### config.mk
export PLATFORM = sky130hd
export DESIGN_NAME = mon_status_ctrl_flat
export DESIGN_NICKNAME = d
export VERILOG_FILES = /design/src/rtl/mon_status_pkg.sv /design/src/rtl/mon_status_ctrl_if.sv /design/src/rtl/mon_status_ctrl_pb_debounce.sv /design/src/rtl/mon_status_ctrl.sv /design/src/flat_wrapper.sv
export SDC_FILE = /design/constraint.sdc
export NUM_CORES = 1
export LEC_CHECK = 0
export ABC_AREA = 1
export ABC_CLOCK_PERIOD_IN_PS = 3000
export CORE_UTILIZATION = 50
export CTS_BUF_LIST = sky130_fd_sc_hd__clkbuf_16
export DETAILED_ROUTE_END_ITERATION = 7
export GPL_ROUTABILITY_DRIVEN = 0
export PLACE_DENSITY_LB_ADDON = 0.2
export RECOVER_POWER = 100
export SLEW_MARGIN = 5
export SYNTH_ARGS = -nofsm -noshare
export SYNTH_HDL_FRONTEND = slang
export SYNTH_HIERARCHICAL = 1
export SYNTH_SLANG_ARGS = --single-unit
### constraint.sdc
create_clock -name clk -period 3 [get_ports clk]
set_input_delay 0.75 -clock clk [delete_from_list [all_inputs] [get_ports clk]]
set_output_delay 0.75 -clock clk [all_outputs]
set_load 0.01 [all_outputs]
### src/rtl/mon_status_pkg.sv
// Shared definitions for the board status producer and the LED display controller:
// FSM encodings and the bit positions of the 8-bit status vector.
package mon_status_pkg;

  typedef enum logic [2:0] {
    ST_IDLE  = 3'd0,
    ST_ARM   = 3'd1,
    ST_RUN   = 3'd2,
    ST_DRAIN = 3'd3,
    ST_DONE  = 3'd4
  } mon_state_e;

  localparam int STATUS_W             = 8;
  localparam int STATUS_RX_PMA_READY  = 0;
  localparam int STATUS_TX_PMA_READY  = 1;
  localparam int STATUS_MON_DONE      = 2;
  localparam int STATUS_MON_ERROR     = 3;
  localparam int STATUS_MON_ACTIVE    = 4;
  localparam int STATUS_RX_DATA_READY = 5;
  localparam int STATUS_TX_DATA_READY = 6;
  localparam int STATUS_SEL_DISPLAY   = 7;

  function automatic logic [STATUS_W-1:0] pack_status(
    input logic sel_display,
    input logic tx_data_ready,
    input logic rx_data_ready,
    input logic mon_active,
    input logic mon_error,
    input logic mon_done,
    input logic tx_pma_ready,
    input logic rx_pma_ready
  );
    logic [STATUS_W-1:0] v;
    v                       = {STATUS_W{1'b0}};
    v[STATUS_SEL_DISPLAY]   = sel_display;
    v[STATUS_TX_DATA_READY] = tx_data_ready;
    v[STATUS_RX_DATA_READY] = rx_data_ready;
    v[STATUS_MON_ACTIVE]    = mon_active;
    v[STATUS_MON_ERROR]     = mon_error;
    v[STATUS_MON_DONE]      = mon_done;
    v[STATUS_TX_PMA_READY]  = tx_pma_ready;
    v[STATUS_RX_PMA_READY]  = rx_pma_ready;
    return v;
  endfunction

endpackage

### src/rtl/mon_status_ctrl_if.sv
// Traffic-checker and status bus between mon_status_ctrl (master) and its consumers (slave).
interface mon_status_ctrl_if #(
  parameter int ERRW = 16
);
  logic            chk_valid;
  logic            chk_error;
  logic            gen_enable;
  logic [ERRW-1:0] err_count;
  logic [31:0]     word_count;
  logic [7:0]      status;

  modport master (
    input  chk_valid,
    input  chk_error,
    output gen_enable,
    output err_count,
    output word_count,
    output status
  );

  modport slave (
    output chk_valid,
    output chk_error,
    input  gen_enable,
    input  err_count,
    input  word_count,
    input  status
  );
endinterface

### src/rtl/mon_status_ctrl_pb_debounce.sv
// Pushbutton conditioner: 2-flop synchroniser, stable-level counter and a one-cycle
// press pulse; a new press needs the button released for DEBOUNCE_CYCLES first.
module pb_debounce #(
  parameter logic [19:0] DEBOUNCE_CYCLES = 20'd500000
) (
  input  logic clk,
  input  logic reset_n,
  input  logic pb_n,
  output logic press
);

  logic [1:0]  sync_r;
  logic        pressed_r;
  logic [19:0] cnt_r;
  logic        press_r;
  logic        pb_low_s;
  logic        pressed_nxt_s;
  logic [19:0] cnt_nxt_s;
  logic        press_nxt_s;

  assign pb_low_s = ~sync_r[1];

  // Count cycles the synced level disagrees with the accepted state; flip once it is stable.
  always_comb begin
    pressed_nxt_s = pressed_r;
    cnt_nxt_s     = cnt_r;
    press_nxt_s   = 1'b0;
    if (pressed_r == pb_low_s) begin
      cnt_nxt_s = 20'd0;
    end else if (cnt_r >= DEBOUNCE_CYCLES - 20'd1) begin
      cnt_nxt_s     = 20'd0;
      pressed_nxt_s = pb_low_s;
      press_nxt_s   = pb_low_s;
    end else begin
      cnt_nxt_s = cnt_r + 20'd1;
    end
  end

  // Synchroniser idles high so a released button never looks pressed out of reset.
  always_ff @(posedge clk or negedge reset_n) begin
    if (!reset_n) begin
      sync_r    <= 2'b11;
      pressed_r <= 1'b0;
      cnt_r     <= 20'd0;
      press_r   <= 1'b0;
    end else begin
      sync_r    <= {sync_r[0], pb_n};
      pressed_r <= pressed_nxt_s;
      cnt_r     <= cnt_nxt_s;
      press_r   <= press_nxt_s;
    end
  end

  assign press = press_r;

endmodule

### src/rtl/mon_status_ctrl.sv
// Board status producer: debounced start/clear, synced PMA flags, timed link-test sequencer.
// Optional ARM-phase timeout is built only when MON_TIMEOUT_EN is defined.
module mon_status_ctrl
  import mon_status_pkg::*;
#(
  parameter logic [19:0] DEBOUNCE_CYCLES = 20'd500000,
  parameter logic [31:0] RUN_CYCLES      = 32'd156250000,
  parameter logic [15:0] DRAIN_CYCLES    = 16'd1024,
`ifdef MON_TIMEOUT_EN
  parameter logic [31:0] ARM_TIMEOUT     = 32'd15625000,
`endif
  parameter int          ERRW            = 16
) (
  input  logic              clk,
  input  logic              reset_n,
  input  logic              pb_start_n,
  input  logic              pb_clear_n,
  input  logic              dip_sel_display,
  input  logic              tx_pma_ready_in,
  input  logic              rx_pma_ready_in,
  input  logic              tx_data_ready_in,
  input  logic              rx_data_ready_in,
  mon_status_ctrl_if.master bus
);

  localparam logic [ERRW-1:0] ERR_ONE  = ERRW'(1'b1);
  localparam logic [ERRW-1:0] ERR_ZERO = {ERRW{1'b0}};

  function automatic logic [ERRW-1:0] sat_inc_err(input logic [ERRW-1:0] v);
    if (&v) begin
      return v;
    end else begin
      return v + ERR_ONE;
    end
  endfunction

  function automatic logic [31:0] sat_inc_word(input logic [31:0] v);
    if (&v) begin
      return v;
    end else begin
      return v + 32'd1;
    end
  endfunction

  logic [4:0]      meta_r;
  logic [4:0]      sync_r;
  logic            sel_display_s, tx_data_ready_s, rx_data_ready_s;
  logic            tx_pma_ready_s, rx_pma_ready_s, ready_ok_s;
  logic            start_press_s, clear_press_s;

  mon_state_e      state_r, state_nxt_s;
  logic            enter_arm_s, enter_run_s, enter_drain_s, link_loss_s;
  logic            arm_expired_s, count_en_s;

  logic [ERRW-1:0] err_count_r, err_nxt_s;
  logic [31:0]     word_count_r, word_nxt_s;
  logic            link_lost_r, link_lost_nxt_s;
  logic [31:0]     run_cnt_r, run_cnt_nxt_s;
  logic [15:0]     drain_cnt_r, drain_cnt_nxt_s;
  logic            timeout_nxt_s;

  logic            gen_enable_r, mon_active_r, mon_done_r, mon_error_r;

  // Two-flop synchroniser for the DIP switch and all four ready flags.
  always_ff @(posedge clk or negedge reset_n) begin
    if (!reset_n) begin
      meta_r <= 5'd0;
      sync_r <= 5'd0;
    end else begin
      meta_r <= {dip_sel_display, tx_data_ready_in, rx_data_ready_in,
                 tx_pma_ready_in, rx_pma_ready_in};
      sync_r <= meta_r;
    end
  end

  assign sel_display_s   = sync_r[4];
  assign tx_data_ready_s = sync_r[3];
  assign rx_data_ready_s = sync_r[2];
  assign tx_pma_ready_s  = sync_r[1];
  assign rx_pma_ready_s  = sync_r[0];
  assign ready_ok_s      = tx_pma_ready_s & rx_pma_ready_s;

  pb_debounce #(.DEBOUNCE_CYCLES(DEBOUNCE_CYCLES)) u_start_db (
    .clk     (clk),
    .reset_n (reset_n),
    .pb_n    (pb_start_n),
    .press   (start_press_s)
  );

  pb_debounce #(.DEBOUNCE_CYCLES(DEBOUNCE_CYCLES)) u_clear_db (
    .clk     (clk),
    .reset_n (reset_n),
    .pb_n    (pb_clear_n),
    .press   (clear_press_s)
  );

`ifdef MON_TIMEOUT_EN
  logic [31:0] arm_cnt_r;
  logic        timeout_r;
  logic        timeout_hit_s;

  assign arm_expired_s = (arm_cnt_r >= ARM_TIMEOUT - 32'd1);
  assign timeout_hit_s = (state_r == ST_ARM) & ~ready_ok_s & arm_expired_s & ~clear_press_s;

  // Timeout verdict: cleared on every new arm or clear, set when ARM gives up.
  always_comb begin
    timeout_nxt_s = timeout_r;
    if (clear_press_s || enter_arm_s) begin
      timeout_nxt_s = 1'b0;
    end else if (timeout_hit_s) begin
      timeout_nxt_s = 1'b1;
    end else begin
      timeout_nxt_s = timeout_r;
    end
  end

  // ARM dwell counter, restarted whenever the FSM is not staying in ARM.
  always_ff @(posedge clk or negedge reset_n) begin
    if (!reset_n) begin
      arm_cnt_r <= 32'd0;
      timeout_r <= 1'b0;
    end else begin
      if ((state_r == ST_ARM) && (state_nxt_s == ST_ARM)) begin
        arm_cnt_r <= arm_cnt_r + 32'd1;
      end else begin
        arm_cnt_r <= 32'd0;
      end
      timeout_r <= timeout_nxt_s;
    end
  end
`else
  assign arm_expired_s = 1'b0;
  assign timeout_nxt_s = 1'b0;
`endif

  // Next-state logic; clear has priority over every transition, including start.
  always_comb begin
    state_nxt_s   = state_r;
    enter_arm_s   = 1'b0;
    enter_run_s   = 1'b0;
    enter_drain_s = 1'b0;
    link_loss_s   = 1'b0;
    if (clear_press_s) begin
      state_nxt_s = ST_IDLE;
    end else begin
      case (state_r)
        ST_IDLE, ST_DONE: begin
          if (start_press_s) begin
            state_nxt_s = ST_ARM;
            enter_arm_s = 1'b1;
          end else begin
            state_nxt_s = state_r;
          end
        end
        ST_ARM: begin
          if (ready_ok_s) begin
            state_nxt_s = ST_RUN;
            enter_run_s = 1'b1;
          end else if (arm_expired_s) begin
            state_nxt_s = ST_DONE;
          end else begin
            state_nxt_s = ST_ARM;
          end
        end
        ST_RUN: begin
          if (!ready_ok_s) begin
            state_nxt_s   = ST_DRAIN;
            enter_drain_s = 1'b1;
            link_loss_s   = 1'b1;
          end else if (run_cnt_r == 32'd0) begin
            state_nxt_s   = ST_DRAIN;
            enter_drain_s = 1'b1;
          end else begin
            state_nxt_s = ST_RUN;
          end
        end
        ST_DRAIN: begin
          if (drain_cnt_r == 16'd0) begin
            state_nxt_s = ST_DONE;
          end else begin
            state_nxt_s = ST_DRAIN;
          end
        end
        default: begin
          state_nxt_s = ST_IDLE;
        end
      endcase
    end
  end

  assign count_en_s = (state_r == ST_RUN) || (state_r == ST_DRAIN);

  // Counter datapath: the link-loss penalty is applied on top of a same-cycle checker error.
  always_comb begin
    err_nxt_s       = err_count_r;
    word_nxt_s      = word_count_r;
    link_lost_nxt_s = link_lost_r;
    run_cnt_nxt_s   = run_cnt_r;
    drain_cnt_nxt_s = drain_cnt_r;
    if (clear_press_s) begin
      err_nxt_s       = ERR_ZERO;
      word_nxt_s      = 32'd0;
      link_lost_nxt_s = 1'b0;
      run_cnt_nxt_s   = 32'd0;
      drain_cnt_nxt_s = 16'd0;
    end else if (enter_arm_s) begin
      err_nxt_s       = ERR_ZERO;
      word_nxt_s      = 32'd0;
      link_lost_nxt_s = 1'b0;
    end else begin
      if (count_en_s && bus.chk_valid) begin
        word_nxt_s = sat_inc_word(word_count_r);
        if (bus.chk_error) begin
          err_nxt_s = sat_inc_err(err_count_r);
        end else begin
          err_nxt_s = err_count_r;
        end
      end else begin
        word_nxt_s = word_count_r;
      end
      if (link_loss_s) begin
        link_lost_nxt_s = 1'b1;
        err_nxt_s       = sat_inc_err(err_nxt_s);
      end else begin
        link_lost_nxt_s = link_lost_r;
      end
      if (enter_run_s) begin
        run_cnt_nxt_s = RUN_CYCLES - 32'd1;
      end else if ((state_r == ST_RUN) && (run_cnt_r != 32'd0)) begin
        run_cnt_nxt_s = run_cnt_r - 32'd1;
      end else begin
        run_cnt_nxt_s = run_cnt_r;
      end
      if (enter_drain_s) begin
        drain_cnt_nxt_s = DRAIN_CYCLES - 16'd1;
      end else if ((state_r == ST_DRAIN) && (drain_cnt_r != 16'd0)) begin
        drain_cnt_nxt_s = drain_cnt_r - 16'd1;
      end else begin
        drain_cnt_nxt_s = drain_cnt_r;
      end
    end
  end

  // State, counters and flags; outputs are registered from next-state so they align with state_r.
  always_ff @(posedge clk or negedge reset_n) begin
    if (!reset_n) begin
      state_r      <= ST_IDLE;
      err_count_r  <= ERR_ZERO;
      word_count_r <= 32'd0;
      link_lost_r  <= 1'b0;
      run_cnt_r    <= 32'd0;
      drain_cnt_r  <= 16'd0;
      gen_enable_r <= 1'b0;
      mon_active_r <= 1'b0;
      mon_done_r   <= 1'b0;
      mon_error_r  <= 1'b0;
    end else begin
      state_r      <= state_nxt_s;
      err_count_r  <= err_nxt_s;
      word_count_r <= word_nxt_s;
      link_lost_r  <= link_lost_nxt_s;
      run_cnt_r    <= run_cnt_nxt_s;
      drain_cnt_r  <= drain_cnt_nxt_s;
      gen_enable_r <= (state_nxt_s == ST_RUN);
      mon_active_r <= (state_nxt_s == ST_ARM) || (state_nxt_s == ST_RUN) ||
                      (state_nxt_s == ST_DRAIN);
      mon_done_r   <= (state_nxt_s == ST_DONE);
      mon_error_r  <= (err_nxt_s != ERR_ZERO) | link_lost_nxt_s | timeout_nxt_s;
    end
  end

  assign bus.gen_enable = gen_enable_r;
  assign bus.err_count  = err_count_r;
  assign bus.word_count = word_count_r;
  assign bus.status     = pack_status(sel_display_s, tx_data_ready_s, rx_data_ready_s,
                                      mon_active_r, mon_error_r, mon_done_r,
                                      tx_pma_ready_s, rx_pma_ready_s);

endmodule

### src/flat_wrapper.sv
// flat-port wrapper written by rule: the top's interface ports become plain ports
module mon_status_ctrl_flat import mon_status_pkg::*;
#(
  parameter logic [19:0] DEBOUNCE_CYCLES = 20'd500000,
  parameter logic [31:0] RUN_CYCLES      = 32'd156250000,
  parameter logic [15:0] DRAIN_CYCLES    = 16'd1024,

  parameter int          ERRW            = 16
)
  (clk, reset_n, pb_start_n, pb_clear_n, dip_sel_display, tx_pma_ready_in, rx_pma_ready_in, tx_data_ready_in, rx_data_ready_in, bus_chk_valid, bus_chk_error, bus_gen_enable, bus_err_count, bus_word_count, bus_status);
  mon_status_ctrl_if #(.ERRW(ERRW)) bus_i ();
  input  logic clk;
  input  logic reset_n;
  input  logic pb_start_n;
  input  logic pb_clear_n;
  input  logic dip_sel_display;
  input  logic tx_pma_ready_in;
  input  logic rx_pma_ready_in;
  input  logic tx_data_ready_in;
  input  logic rx_data_ready_in;
  input wire logic [$bits(bus_i.chk_valid)-1:0] bus_chk_valid;
  input wire logic [$bits(bus_i.chk_error)-1:0] bus_chk_error;
  output wire logic [$bits(bus_i.gen_enable)-1:0] bus_gen_enable;
  output wire logic [$bits(bus_i.err_count)-1:0] bus_err_count;
  output wire logic [$bits(bus_i.word_count)-1:0] bus_word_count;
  output wire logic [$bits(bus_i.status)-1:0] bus_status;
  assign bus_i.chk_valid = bus_chk_valid;
  assign bus_i.chk_error = bus_chk_error;
  assign bus_gen_enable = bus_i.gen_enable;
  assign bus_err_count = bus_i.err_count;
  assign bus_word_count = bus_i.word_count;
  assign bus_status = bus_i.status;
  mon_status_ctrl #(.DEBOUNCE_CYCLES(DEBOUNCE_CYCLES), .RUN_CYCLES(RUN_CYCLES), .DRAIN_CYCLES(DRAIN_CYCLES), .ERRW(ERRW)) u_core (.clk(clk), .reset_n(reset_n), .pb_start_n(pb_start_n), .pb_clear_n(pb_clear_n), .dip_sel_display(dip_sel_display), .tx_pma_ready_in(tx_pma_ready_in), .rx_pma_ready_in(rx_pma_ready_in), .tx_data_ready_in(tx_data_ready_in), .rx_data_ready_in(rx_data_ready_in), .bus(bus_i));
endmodule
==> impl_results.md, run 1 <==
* Run status: finished, violations left
* Failing checks: max-capacitance violations, max-slew violations
* Syn Nets at 1394
* Crit-path slowest cell: o41ai_1
* Maximum number of buffers from clock root to sink at 2
* Die area at 0.02066 mm2
* Reg area at 0.004060 mm2
* Synth-to-layout area growth at 18.03%
* Worst-path fanout max at 10
* Startpoint types: register
* Core ar. at 0.01959 mm2
* Final Max Tran Viols at between 60 and 70
* Largest net degree at the start of global routing at 65
* Port bufs at 67
* Total CTS buffers at 17
* Die height at 143.7 um
* Setup WS pre-CTS at -0.3635 ns
* Hold buffers post-CTS at 0
* CP top delay family: simple AND/OR/NAND/NOR gates
* Hold path depth at 0
* Iteration-0 DRC Markers at a little over 500
* Arrival @ worst endpoint at 3.10 ns
* Crit path from: u_core/bus.word_count[0]
* Post-Synthesis Cells at 1375
* Routed vias/inst at 5.255
* ANT nets after route at 0
* Levels on crit path at 12
* FP Rows at 51
* CP required at 3.33 ns
* Register area share after synthesis at approximately 40%
* Root Buffer: clkbuf_16
* Insertion delay to the later sink of the worst-skew pair at between 0.4 and 0.5 ns
* Worst hold path type: reg -> reg
* Worst-path cell chain: ha_1 > nand2_1 > nor2_4 > nand3_1 > nor2_1 > nand2_1 > o41ai_1 > inv_2 > nor2_4 > clkbuf_2 > nor2_1 > a211oi_1
* Top-count cell post-synth: nand2_1
* Pwr Density at between 600 and 700 mW/mm2
* Final Setup Violations at 0
* Shortest period the worst path allows at 2.772 ns
* Cell taking the most area after synthesis: dfrtp_1
* Fin nets at approximately 1500
* H-tree Lvls at 4
* Hpwl dp at approximately 18 mm
* Clock sinks at 162
* Avg Inst Size Synth at 7.306 um2
* Max Cap Violations at 1
* Post-synth EDFFs at 0
* Crit share post-route at 92.40%
* Drt pass-1 iters at 5
* Max Clock Freq at 0.3607 GHz
* Post-synth ARST share at 100.0%
* Leakage at about 5.6 nW
* DRC at 0
* Yosys cell types at 55
* Largest stage delay on the critical path at 0.47 ns
* Tot Pwr at ~7.6 mW
* Clock skew after layout at 0.01087 ns
* WL final at 24.57 mm
* Hold wc startpoint: u_core/meta_r[1]
* Reg-to-reg startpoint: u_core/bus.word_count[0]
* Ys flop type: dfrtp_1
* Worst slew pin tran at 1.655 ns
* Flop-to-flop setup slack at approximately 0.23 ns
* Layout fillers at 1832
* I/O pin total at 68
* Slack of the critical path at 0.2280 ns
* Vias in the first global route at 8783
* Bufs and invs on worst path at 2
* Maximum vdd drop at 566.7 uV
* Worst Setup End Kind: register
* DR WL/cell at between 10 and 15 um
* Top post-synthesis cells by count: nand2_1 (311), inv_1 (183), nor2_1 (183)
* Final Hold Fails at 0
* Initial antenna violation count at 0
* First-pass GRT wire length at 41.53 mm
* ANT cells at 0
* R2R depth at 12
* CTS tree: built
* Clock Pin Slew Worst Setup and Hold Paths at 0.07 ns
* Area of the multi-input gates at 0.005040 mm2
* Initial Utilization at 51.28%
* Rel. slew slack at -10.33%
* #FFs+latches synth at 162
* Die width at about 140 um
* Gr ovfl total at 0
* Synth warn at 6
* Smallest hold slack at 0.3497 ns
* GRT Util Overall at roughly 25%
* Share of the synthesized area in the top cell type at 39.36%
* Fraction of layout cells with a size suffix above 1 at 13.44%
* Synth top area cells: dfrtp_1 (39%), nand2_1 (12%), inv_1 (6.8%)
* Worst Setup Path Type: reg -> reg
* Vias at 9370
* Synth Cell Area at 0.01005 mm2
-- timing repair --
| action | in CTS | in global routing |
|---|---|---|
| setup buffers | 0 | 3 |
| resized for setup | 0 | 6 |
| setup endpoints to repair | 0 | 1 |
-- power breakdown --
| group | leakage, nW | internal (mW) | switching [mW] |
|---|---|---|---|
| combinational | 3.19 | 1.02 | 1.72 |
| sequential | 2.16 | 2.54 | 0.357 |
| clock | 0.266 | 1.07 | 0.938 |
| total | 5.62 | 4.62 | 3.01 |
-- worst register-to-register path: stages, from the launching register on --
cell	delay, ns
dfrtp_1	0.42
ha_1	0.26
nand2_1	0.15
nor2_4	0.16
nand3_1	0.10
nor2_1	0.18
nand2_1	0.11
o41ai_1	0.47
inv_2	0.11
nor2_4	0.19
clkbuf_2	0.27
nor2_1	0.09
a211oi_1	0.18
-- state kept, by name (all words and copies together), names as in the netlist, 2 cells and up --
signal and count:
u_core/u_clear_db/sync_r 2, u_core/bus.err_count 16, u_core/meta_r 5, u_core/run_cnt_r 32
u_core/state_r 3, u_core/u_start_db/cnt_r 20, u_core/u_start_db/sync_r 2, u_core/bus.word_count 32
u_core/sync_r 5, u_core/drain_cnt_r 16, u_core/u_clear_db/cnt_r 20
-- final timing paths --
check / end
worst min register to register: u_core/sync_r[1]
worst min-delay path: u_core/sync_r[1]
max in group asynchronous: u_core/bus.err_count[0]
worst max register to register: u_core/bus.word_count[2]
worst max-delay path: u_core/bus.word_count[2]
min in group asynchronous: u_core/bus.word_count[7]
-- layout by cell type, fill, tap and decap left out, types with 4 or more instances in the layout --
cell type	n
a21oi_1	50
a31oi_1	7
and3_1	5
buf_4	55
clkbuf_1	4
clkbuf_16	17
clkbuf_2	6
clkinv_1	5
dfrtp_1	157
dfstp_2	4
dlygate4sd3_1	64
ha_1	8
inv_1	186
inv_2	16
nand2_1	314
nand2_2	21
nand3_1	100
nand3_2	4
nand4_1	34
nor2_1	181
nor2_2	32
nor2_4	13
nor3_1	47
nor3b_1	6
nor4_1	12
o21ai_0	59
o22ai_1	6
o41ai_1	9
xnor2_1	13
xor2_1	27
-- layer usage --
metal	global-route usage (%)	routed length, um
met4	8.007	380
met1	35.05	11610
met2	40.67	11470
met3	3.965	1106
met5	0	0
-- cell families after synthesis --
group	share of synthesized area [%]
xor+xnor	3.487
fa+ha+maj	0.9964
simple gates	37.71
buf+inv	9.005
flops	40.40
other cells	0.07476
compound gates	8.320
-- stage by stage --
stage | TNS, ns | std cells | util, % | cell area (um2)
after global routing | -0.01387 | 1783 | 60.53 | 11860
final | 0 | 1783 | 60.53 | 11860
after detailed placement | -1.521 | 1748 | 58.24 | 11410
after floorplan | 0 | 1375 | - | 10050
after CTS | 0 | 1780 | 60.98 | 11950
after global placement | -0.6208 | 1748 | 58.24 | 11410
-- cell type report --
class | instances | area share [%]
Timing Repair Buffer | 131 | 9.476
Multi-Input combinational cell | 989 | 42.50
Sequential cell | 162 | 34.24
Clock inverter | 15 | 0.9286
Tap cell | 265 | 2.796
Inverter | 204 | 6.468
Clock buffer | 17 | 3.588
No activity file was read; power rests on OpenSTA's default activity.
==> run 2: changes to the inputs <==
CAP_MARGIN = 10   (was not set)
==> results of run 2 <==
Same layout as run 1: the final DEF is identical, and so are final timing and power.
==> run 3: changes to the inputs <==
REMOVE_ABC_BUFFERS = 1   (was not set)
==> run 3 against run 2 <==
Net effect: the flow now finishes without violations; register-to-register slack is essentially flat; worst setup slack lost 0.0022 ns; combinational power grew 2%; critical path type unchanged; sequential share of layout area shrank 0.26 points; power grew 2.2%; critical endpoint is now u_core/mon_error_r; cell area grew 0.74%; core utilization grew 0.45 points; wire length grew 0.51%; worst hold slack is essentially flat.
==> impl_results.md, run 3 (synthesis results as in run 1) <==
* Run status: finished, final reports clean
* Clk pwr share at roughly 27%
* Port bufs at 67
* Gr ovfl total at 0
* Worst Setup Path Type: reg -> reg
* DRC at 0
* Worst hold path type: reg -> reg
* R2R depth at 20
* Tot Pwr at 7.803 mW
* Crit-path slowest cell: dfrtp_1
* Final Max Tran Viols at 0
* Hold endpoint: u_core/sync_r[2]
* Fraction of layout cells with a size suffix above 1 at around 14%
* H-tree Lvls at 4
* Die area at ~0.021 mm2
* Maximum vdd drop at 426.2 uV
* Met2 Usage GRT at 42.44%
* Total CTS buffers at 17
* Root Buffer: clkbuf_16
* Worst slew pin tran at 1.221 ns
* Initial antenna violation count at 0
* Internal power at 4.752 mW
* Reg-to-reg endpoint: u_core/mon_error_r
* Smallest hold slack at 0.3498 ns
* Crit path from: u_core/bus.err_count[10]
* Vias at 9391
* Hpwl dp at 18.35 mm
* Hold wc startpoint: u_core/meta_r[2]
* Switching Share at between 30% and 40%
* Core ar. at between 0.015 and 0.02 mm2
* Flop-to-flop setup slack at approximately 0.23 ns
* Routed vias/inst at 5.273
* CP required at 3.31 ns
* Leakage at 5.479 nW
* Clock Pin Slew Worst Setup and Hold Paths at 0.07 ns
* Maximum number of buffers from clock root to sink at 2
* Slack of the critical path at 0.2258 ns
* Worst Setup End Kind: register
* Shortest period the worst path allows at 2.774 ns
* Drt pass-1 iters at 5
* Final Setup Violations at 0
* Reg-to-reg startpoint: u_core/bus.err_count[10]
* Insertion delay to the later sink of the worst-skew pair at 0.43 ns
* Largest stage delay on the critical path at 0.46 ns
* Worst-path fanout max at 6
* Largest net degree at the start of global routing at 51
* Area of the multi-input gates at between 0.005 and 0.006 mm2
* Layout fillers at between 1500 and 2000
* Initial Utilization at 51.28%
* Clock skew after layout at between 0.015 and 0.02 ns
* Combinational share of power at 35.7%
* DR WL/cell at 13.86 um
* Cells after DPL at approximately 1700
* Leading cell type in the layout, fill and taps excluded: nand2_1
* Finished Core Util at 60.98%
* Max Cap Violations at 0
* Commonest cells after routing, fill and taps aside: nand2_1 (315), inv_1 (183), nor2_1 (180), dfrtp_1 (158), nand3_1 (100)
* Pwr Density at 653.3 mW/mm2
* Rel. slew slack at 18.63%
* Sw power at slightly above 3 mW
* Gr busiest metal: met2
* Sequential share of power at 36.9%
* CTS tree: built
* Final cell count without fillers at 1781
* Iteration-0 DRC Markers at 605
* Final Hold Fails at 0
* Die height at about 140 um
* Synth-to-layout area growth at 18.91%
* Fin nets at 1522
* Crit share post-route at 92.47%
* Vias in the first global route at ~8800
* ANT cells at 0
* Max Clock Freq at 0.3605 GHz
* Most frequent CP cell: nand2_1
* ANT nets after route at 0
* Clock sinks at 162
* WL final at 24.69 mm
* Reg area at 0.004059 mm2
* GRT Util Overall at ~25%
* FP Rows at 51
* I/O pin total at 68
* Hold path depth at 0
* First-pass GRT wire length at slightly above 40 mm
* Met1 Use GR at 32.56%
* Startpoint types: register
* Routing usage on met3 at 4.332%
* Arrival @ worst endpoint at 3.09 ns
* Setup WS pre-CTS at -0.2780 ns
* Worst-path cell chain: nand2_1 > nor2_4 > nand2_4 > clkinv_2 > nand2_2 > nand2_1 > nand2_1 > nand2_1 > ha_1 > nand3_4 > nor2_2 > nand2_1 > nor2_2 > a21oi_1 > nand2_1 > nand2_1 > nor2_1 > nand2_1 > nor2_1 > nand2_1
* Die width at 143.7 um
* RSZ-0062 raised after global routing: true
## run 3: cell count changes in the layout (fill, tap and decap cells not counted), sizes merged
cell / change
dlygate4sd3: -47
bufinv: +1
clkdlybuf4s50: +47
buf: +2
clkinv: -2
clkbuf: -4
clkinvlp: +1
## run 3: layer usage
layer,wire length (um),vias to the layer above
li1,-,4695
met1,11240,4414
met2,11890,244
met3,1101,38
met4,464,0
met5,0,-
## run 3: through the flow
stage | area [um2] | setup TNS, ns
2_1_floorplan | 9908 | 0
3_3_place_gp | 11380 | -0.4061
3_5_place_dp | 11380 | -0.9924
4_1_cts | 11950 | 0
5_1_grt | 11950 | -0.01769
6_report | 11950 | 0
## run 3: layout make-up
cell class                      count  area share, %
Tap cell                          265          2.776
Timing Repair Buffer              129          9.490
Clock buffer                       17          3.561
Inverter                          204          6.421
Sequential cell                   162          33.98
Clock inverter                     15          1.226
Multi-Input combinational cell    989          42.55
## run 3: worst max-delay path: cells and delay by family, from the launching register on
| family | cells | cell delay, ns |
|---|---|---|
| fa+ha+maj | 1 | 0.23 |
| compound gates | 1 | 0.09 |
| simple gates | 17 | 1.79 |
| buf+inv | 1 | 0.09 |
| flops | 1 | 0.46 |
## run 3: how the worst max path moves through the flow
stage,cells after the start,slack [ns],to
after global routing,17,-0.02,u_core/drain_cnt_r[11]
after floorplan,10,0.07,u_core/bus.word_count[5]
final,20,0.23,u_core/mon_error_r
after global placement,18,-0.21,u_core/mon_error_r
after detailed placement,18,-0.28,u_core/mon_error_r
after CTS,20,0.16,u_core/mon_error_r
## run 3: power groups by stage
stage	registers [mW]	logic, mW	clock network, mW
6_report	2.88	2.79	2.13
3_3_place_gp	2.91	2.67	0
2_1_floorplan	2.87	1.75	0
4_1_cts	2.88	2.76	2.19
5_1_grt	2.93	3.15	2.27
3_5_place_dp	2.91	2.74	0
## run 3: repair_timing
| action | 4_1_cts | 5_1_grt |
|---|---|---|
| resized for setup | 0 | 10 |
| buffers inserted | 0 | 3 |
| setup endpoints to repair | 0 | 9 |
| hold buffers | 0 | 0 |
